### config.mk
export PLATFORM = sky130hd
export DESIGN_NAME = pool_engine
export DESIGN_NICKNAME = d
export VERILOG_FILES = /design/src/rtl/pool_engine.sv
export SDC_FILE = /design/constraint.sdc
export NUM_CORES = 1
export LEC_CHECK = 0
export ABC_AREA = 1
export CORE_MARGIN = 1.5
export CORE_UTILIZATION = 35
export CTS_CLUSTER_DIAMETER = 150
export DETAILED_ROUTE_END_ITERATION = 6
export RECOVER_POWER = 100
export SLEW_MARGIN = 0
export SYNTH_ARGS = -nofsm -noshare
export SYNTH_HDL_FRONTEND = slang
export SYNTH_SLANG_ARGS = --single-unit
### constraint.sdc
create_clock -name clk -period 4.04 [get_ports clk]
set_input_delay 0.808 -clock clk [delete_from_list [all_inputs] [get_ports clk]]
set_output_delay 0.808 -clock clk [all_outputs]
set_load 0.01 [all_outputs]
### src/rtl/pool_engine.sv
// Max-pool sequencer: reads 2-wide conv results from the pool-side buffer and
// writes one signed window maximum per output pixel into the conv-side buffer.
module pool_engine #(
  parameter int DATSIZE = 22
) (
  input  logic                 clk,
  input  logic                 rst,
  input  logic [3:0]           state_i,
  input  logic                 start_i,
  output logic                 busy_o,
  output logic                 done_o,
  output logic                 rd_en_o,
  output logic [5:0]           rd_y_o,
  output logic [5:0]           rd_x_o,
  output logic [5:0]           rd_c_o,
  output logic                 rd_updown_o,
  input  logic [2*DATSIZE-1:0] rd_data_i,
  output logic                 wr_en_o,
  output logic [4:0]           wr_y_o,
  output logic [4:0]           wr_x_o,
  output logic [5:0]           wr_c_o,
  output logic [DATSIZE-1:0]   wr_data_o
);

  localparam logic [3:0] POOL1 = 4'b0011;
  localparam logic [3:0] POOL2 = 4'b0101;
  localparam logic [3:0] POOL3 = 4'b0111;

  typedef enum logic [1:0] {IDLE, RUN, DRAIN, FIN} fsm_t;

  fsm_t       fsm_q, fsm_d;
  logic [3:0] mode_q;
  logic [2:0] k_q;
  logic [4:0] ox_q, oy_q;
  logic [5:0] c_q;
  logic       drain_q;

  // Window geometry of the mode latched at start
  logic [4:0] x_max, y_max;
  logic [5:0] c_max;
  logic [2:0] k_max;
  logic       wide_win;

  always_comb begin
    x_max    = 5'd15;
    y_max    = 5'd15;
    c_max    = 6'd15;
    k_max    = 3'd1;
    wide_win = 1'b0;
    case (mode_q)
      POOL2: begin
        x_max = 5'd7;
        y_max = 5'd7;
        c_max = 6'd31;
      end
      POOL3: begin
        x_max    = 5'd1;
        y_max    = 5'd1;
        c_max    = 6'd63;
        k_max    = 3'd7;
        wide_win = 1'b1;
      end
      default: ;
    endcase
  end

  logic is_pool, busy, abort, start_ok, rd_en;
  logic last_k, last_x, last_y, last_c, last_read;

  assign is_pool   = (state_i == POOL1) || (state_i == POOL2) || (state_i == POOL3);
  assign busy      = (fsm_q == RUN) || (fsm_q == DRAIN);
  assign abort     = busy && (state_i != mode_q);
  assign last_k    = (k_q == k_max);
  assign last_x    = (ox_q == x_max);
  assign last_y    = (oy_q == y_max);
  assign last_c    = (c_q == c_max);
  assign last_read = last_k && last_x && last_y && last_c;

  always_comb begin
    fsm_d    = fsm_q;
    start_ok = 1'b0;
    case (fsm_q)
      IDLE: begin
        if (start_i && is_pool) begin
          fsm_d    = RUN;
          start_ok = 1'b1;
        end
      end
      RUN: begin
        if (abort) fsm_d = IDLE;
        else if (last_read) fsm_d = DRAIN;
      end
      DRAIN: begin
        if (abort) fsm_d = IDLE;
        else if (drain_q) fsm_d = FIN;
      end
      FIN:     fsm_d = IDLE;
      default: fsm_d = IDLE;
    endcase
  end

  always_ff @(posedge clk or posedge rst) begin
    if (rst) begin
      fsm_q   <= IDLE;
      drain_q <= 1'b0;
    end else begin
      fsm_q   <= fsm_d;
      drain_q <= (fsm_q == DRAIN) && !drain_q && !abort;
    end
  end

  assign rd_en   = (fsm_q == RUN) && !abort;
  assign busy_o  = busy;
  assign done_o  = (fsm_q == FIN);
  assign rd_en_o = rd_en;

  // Scan counters: k fastest, then x, then y, channel outermost
  always_ff @(posedge clk or posedge rst) begin
    if (rst) begin
      mode_q <= 4'd0;
      k_q    <= 3'd0;
      ox_q   <= 5'd0;
      oy_q   <= 5'd0;
      c_q    <= 6'd0;
    end else if (start_ok || abort) begin
      k_q  <= 3'd0;
      ox_q <= 5'd0;
      oy_q <= 5'd0;
      c_q  <= 6'd0;
      if (start_ok) mode_q <= state_i;
    end else if (rd_en) begin
      if (!last_k) begin
        k_q <= k_q + 3'd1;
      end else begin
        k_q <= 3'd0;
        if (!last_x) begin
          ox_q <= ox_q + 5'd1;
        end else begin
          ox_q <= 5'd0;
          if (!last_y) begin
            oy_q <= oy_q + 5'd1;
          end else begin
            oy_q <= 5'd0;
            c_q  <= last_c ? 6'd0 : c_q + 6'd1;
          end
        end
      end
    end
  end

  // 4x4 windows split k into {dy, updown, dx}; 2x2 windows only toggle updown
  always_comb begin
    rd_y_o      = 6'd0;
    rd_x_o      = 6'd0;
    rd_c_o      = 6'd0;
    rd_updown_o = 1'b0;
    if (rd_en) begin
      rd_c_o = c_q;
      if (wide_win) begin
        rd_y_o      = {oy_q, k_q[2]};
        rd_x_o      = {ox_q, k_q[0]};
        rd_updown_o = k_q[1];
      end else begin
        rd_y_o      = {1'b0, oy_q};
        rd_x_o      = {1'b0, ox_q};
        rd_updown_o = k_q[0];
      end
    end
  end

  // Beat tags follow each read by one cycle so they line up with rd_data_i
  logic       beat_v_q, beat_first_q, beat_last_q;
  logic [5:0] beat_c_q;
  logic [4:0] beat_y_q, beat_x_q;

  always_ff @(posedge clk or posedge rst) begin
    if (rst) begin
      beat_v_q     <= 1'b0;
      beat_first_q <= 1'b0;
      beat_last_q  <= 1'b0;
      beat_c_q     <= 6'd0;
      beat_y_q     <= 5'd0;
      beat_x_q     <= 5'd0;
    end else if (abort) begin
      beat_v_q     <= 1'b0;
      beat_first_q <= 1'b0;
      beat_last_q  <= 1'b0;
    end else begin
      beat_v_q     <= rd_en;
      beat_first_q <= (k_q == 3'd0);
      beat_last_q  <= last_k;
      beat_c_q     <= c_q;
      beat_y_q     <= oy_q;
      beat_x_q     <= ox_q;
    end
  end

  logic signed [DATSIZE-1:0] lo, hi, pair_max, win_max, acc_q, wr_data_q;
  logic                      wr_en_q, wr_beat;
  logic [5:0]                wr_c_q;
  logic [4:0]                wr_y_q, wr_x_q;

  // Ties keep the earlier operand (even element, then running accumulator)
  assign lo       = rd_data_i[DATSIZE-1:0];
  assign hi       = rd_data_i[2*DATSIZE-1:DATSIZE];
  assign pair_max = (hi > lo) ? hi : lo;
  assign win_max  = (pair_max > acc_q) ? pair_max : acc_q;
  assign wr_beat  = beat_v_q && beat_last_q;

  always_ff @(posedge clk or posedge rst) begin
    if (rst) begin
      acc_q     <= '0;
      wr_en_q   <= 1'b0;
      wr_data_q <= '0;
      wr_c_q    <= 6'd0;
      wr_y_q    <= 5'd0;
      wr_x_q    <= 5'd0;
    end else if (abort) begin
      acc_q     <= '0;
      wr_en_q   <= 1'b0;
      wr_data_q <= '0;
      wr_c_q    <= 6'd0;
      wr_y_q    <= 5'd0;
      wr_x_q    <= 5'd0;
    end else begin
      if (beat_v_q) acc_q <= beat_first_q ? pair_max : win_max;
      wr_en_q   <= wr_beat;
      wr_data_q <= wr_beat ? win_max : '0;
      wr_c_q    <= wr_beat ? beat_c_q : 6'd0;
      wr_y_q    <= wr_beat ? beat_y_q : 5'd0;
      wr_x_q    <= wr_beat ? beat_x_q : 5'd0;
    end
  end

  assign wr_en_o   = wr_en_q;
  assign wr_data_o = wr_data_q;
  assign wr_c_o    = wr_c_q;
  assign wr_y_o    = wr_y_q;
  assign wr_x_o    = wr_x_q;

endmodule

==> results by group <==
Clock network
  – CTS Buf Count: 9
  – Clk buf depth: 2
  – H-tree depth: 3
  – CTS tree: yes
  – Clock Tree Root: clkbuf_16
  – CTS Sinks: roughly 110
  – Cts hold-fix bufs: 0
  – Clk Latency, worst-skew pair: ~0.36 ns
  – Worst-path clk slew: ~0.08 ns

STA
  – Hold Vio Cnt, Final: 0
  – Worst Clk Skew: between 0.01 and 0.015 ns
  – Least-Margin Pin Slew: between 2 and 3 ns
  – Setup TNS: 0 ns
  – Count of final setup violators: 0
  – Final worst path period share: 0.953
  – Hold_ws: between 0.4 and 0.5 ns
  – Slew margin rel.: -0.770
  – FMAX: approximately 0.26 GHz
  – Min Tclk post-route: between 3 and 4 ns
  – Slew Limit Fails: between 100 and 150

Finish
  – Most frequent cells in the layout: nand2_1 (263), inv_1 (129), dfrtp_1 (106)
  – # nets final: 1303
  – Most common cell after layout, fill and taps aside: nand2_1
  – Multi-input gate area: roughly 4200 µm²
  – Filler cell count: between 1500 and 2000
  – Flip-flop and latch area: between 2000 and 3000 µm²
  – Synthesis-to-finish area growth: 40.1%
  – Layout cell share with drive strength beyond 1: 0.242
  – Antenna cells: 0

Synth
  – Post-synth ARST share: 1.00
  – Sequential area share after synthesis: 0.368
  – Synth Area in Simple Gates: 0.336
  – Synth warn: 0
  – Cells after Synth: between 1000 and 1500
  – Mux cell area share after synthesis: 0.00156
  – Synth cell types: 43
  – Post-Syn Nets: 1106
  – Yosys reg bits: approximately 110
  – XOR/XNOR Fraction of Synth Area: 0.0109
  – Adder-cell area share of the yosys netlist: 0.0921
  – Mean post-synth cell area: 7.19 µm²
  – Syn Std Cell Area: 7200 µm²
  – Compound-Gate Fraction of Synth Area: 0.0759
  – Post-synth EDFFs: 0
  – Top_reg_cell synth: dfrtp_1
  – Main combinational cell family by area after synthesis: simple AND/OR/NAND/NOR gates

Power and ir drop
  – Static leakage: 5.37 nW
  – Combinational power share: 0.543
  – Internal: 0.00281 W
  – VDD IR max: approximately 0.44 mV
  – Reg power frac: 0.278
  – Clock power frac: 0.178
  – Psw: between 0.002 and 0.0025 W
  – Power Density: between 500 and 600 nW/µm²
  – Sw Share: 0.462

Floorplanning
  – Die width: 146 µm
  – Core Region: between 20000 and 25000 µm²
  – Die area: 21400 µm²
  – Row count: 52
  – Initial Util: 0.356
  – IO Count: approximately 110
  – Die H: about 150 µm

Placed design
  – Placer Congestion: about 0.85
  – Detailed Place HPWL: 14.1 mm
  – PortBufs: approximately 110

GRT
  – Pin count of the biggest net entering global routing: around 110
  – Global-route wire length before repair: approximately 33 mm
  – Aggregate global-route resource usage: 0.194
  – Met2 GRT Util: 0.332
  – Grt ovf: 0
  – Met1 usage: 0.248
  – Vias in the first global route: ~6800
  – Initial antenna violation count: 0
  – Met3 usage: 0.0259
  – Gr busiest metal: met2

Drt
  – Antenna Violating Nets Remaining: 0
  – Routed WL per cell: about 14 µm
  – DR vias/cell: approximately 4.7
  – Via Count: between 6000 and 7000
  – Final WL: slightly above 20 mm
  – Pre-antenna DRT Iters: 5
  – Residual DRC: 0
  – Initial DRC count: approximately 300

Worst setup path
  – Crit path max-delay family: simple AND/OR/NAND/NOR gates
  – CP Max Fanout: 9
  – Slowest-stage cell, CP: ha_4
  – Critical path arrival: roughly 4 ns
  – CP startpoint kind: input port
  – Crit. End Element: flip-flop
  – WS Path Type: input port to flip-flop
  – Slowest stage delay, CP: 0.29 ns
  – Buf+Inv Stages, Crit Path: 7
  – Most common cell on crit path: nand2_1
  – WP data required: 4.30 ns

Outcome
  – Status: finished, violations left
  – Violated checks: capacitance limit, slew limit

Run
  – MaxCap Viol Count: 1

Hold path
  – Worst hold-check path type: flip-flop to flip-flop
## registers in the layout, indices dropped and copies added, names as in the netlist
signal / flops
acc_q: 22
wr_data_o: 22
beat_c_q: 6
c_q: 6
wr_c_o: 6
beat_x_q: 5
beat_y_q: 5
ox_q: 5
oy_q: 5
wr_x_o: 5
wr_y_o: 5
mode_q: 4
k_q: 3
fsm_q: 2
beat_first_q: 1
beat_last_q: 1
beat_v_q: 1
drain_q: 1
wr_en_o: 1
## worst paths after layout
check	endpoint	slack (ns)	cells past startpoint	from
worst max register to register	oy_q[1]$_DFFE_PP0P_	0.84	11	fsm_q[0]$_DFFE_PP0P_
min in group asynchronous	wr_data_o[15]$_DFF_PP0_	1.90	3	rst
worst min-delay path	drain_q$_DFF_PP0_	0.43	1	drain_q$_DFF_PP0_
worst min register to register	drain_q$_DFF_PP0_	0.43	1	drain_q$_DFF_PP0_
max in group asynchronous	acc_q[20]$_DFFE_PP0P_	0.61	3	rst
worst max-delay path	acc_q[5]$_DFFE_PP0P_	0.19	28	rd_data_i[10]
## cell families (layout without fill, tap and decap cells)
| group | Yosys count | in the layout |
|---|---|---|
| AO/OA/AOI/OAI | 96 | 96 |
| XOR/XNOR | 9 | 9 |
| buffers and inverters | 201 | 403 |
| AND/OR/NAND/NOR | 536 | 536 |
| flip-flops | 106 | 106 |
| multiplexers | 1 | 1 |
| adder cells (fa/ha/maj) | 53 | 53 |
## per-layer routing
layer	wire [µm]	vias to the layer above
li1	-	3571
met1	9200	3191
met2	9880	184
met3	961	30
met4	458	0
met5	0	-
## power groups by stage
stage          logic, W  clock network [W]  registers (W)
6_report        0.00283           0.000931        0.00145
3_3_place_gp    0.00260                  0        0.00146
2_1_floorplan   0.00178                  0        0.00143
5_1_grt         0.00317            0.00100        0.00148
4_1_cts         0.00276           0.000966        0.00145
3_5_place_dp    0.00262                  0        0.00147
## worst reg2reg max path: stages, from the launching register on
cell and delay, ns:
dfrtp_1 0.41, inv_1 0.08, ha_1 0.33, nand2_2 0.09
inv_2 0.05, nor2_1 0.83, inv_1 0.30, o21ai_2 0.43
inv_1 0.24, nand2_2 0.17, o21ai_1 0.08, a21oi_1 0.12
## Yosys cell counts (2+ instances only)
master,count,area share
nand2_1,302,0.16
inv_1,144,0.075
nand3_1,113,0.079
dfrtp_1,106,0.37
nor2_1,65,0.034
ha_1,53,0.092
a21oi_1,43,0.030
o21ai_0,32,0.022
nand3_2,19,0.026
clkbuf_1,14,0.0073
inv_2,14,0.0073
nand4_1,10,0.0087
buf_2,9,0.0063
clkinv_1,8,0.0042
nor3_1,8,0.0056
o21ai_1,6,0.0042
a211oi_1,5,0.0052
buf_6,5,0.0078
xor2_1,5,0.0061
xnor2_1,4,0.0049
buf_1,3,0.0016
buf_4,3,0.0031
nand2_2,3,0.0026
nor2_2,3,0.0026
nor3b_1,3,0.0031
a21o_1,2,0.0021
nand3_4,2,0.0049
nand3b_1,2,0.0021
o21ai_4,2,0.0045
## timing repair
action	CTS	global route
gates resized for setup	67	153
pin swaps	31	53
setup buffers	5	6
setup endpoints to repair	44	44
cloned	3	0
## cell type report
type,instances,area share
tap,270,0.0335
inverter,166,0.0621
clock inverter,7,0.00881
clock buffer,9,0.0223
multi-input combinational,695,0.412
sequential,106,0.263
timing repair buffer,221,0.198
## through the flow
stage          total power [W]  cell area (µm²)  std cells  setup slack, ns   util
3_5_place_dp           0.00409             9230       1444           -0.683  0.456
5_1_grt                0.00565            10100       1474          -0.0320  0.499
6_report               0.00521            10100       1474            0.191  0.499
3_3_place_gp           0.00406             9230       1444           -0.642  0.456
4_1_cts                0.00517             9800       1468          0.00166  0.484
2_1_floorplan          0.00322             7200       1002            0.185      -
(Power assumes the default switching activity.)
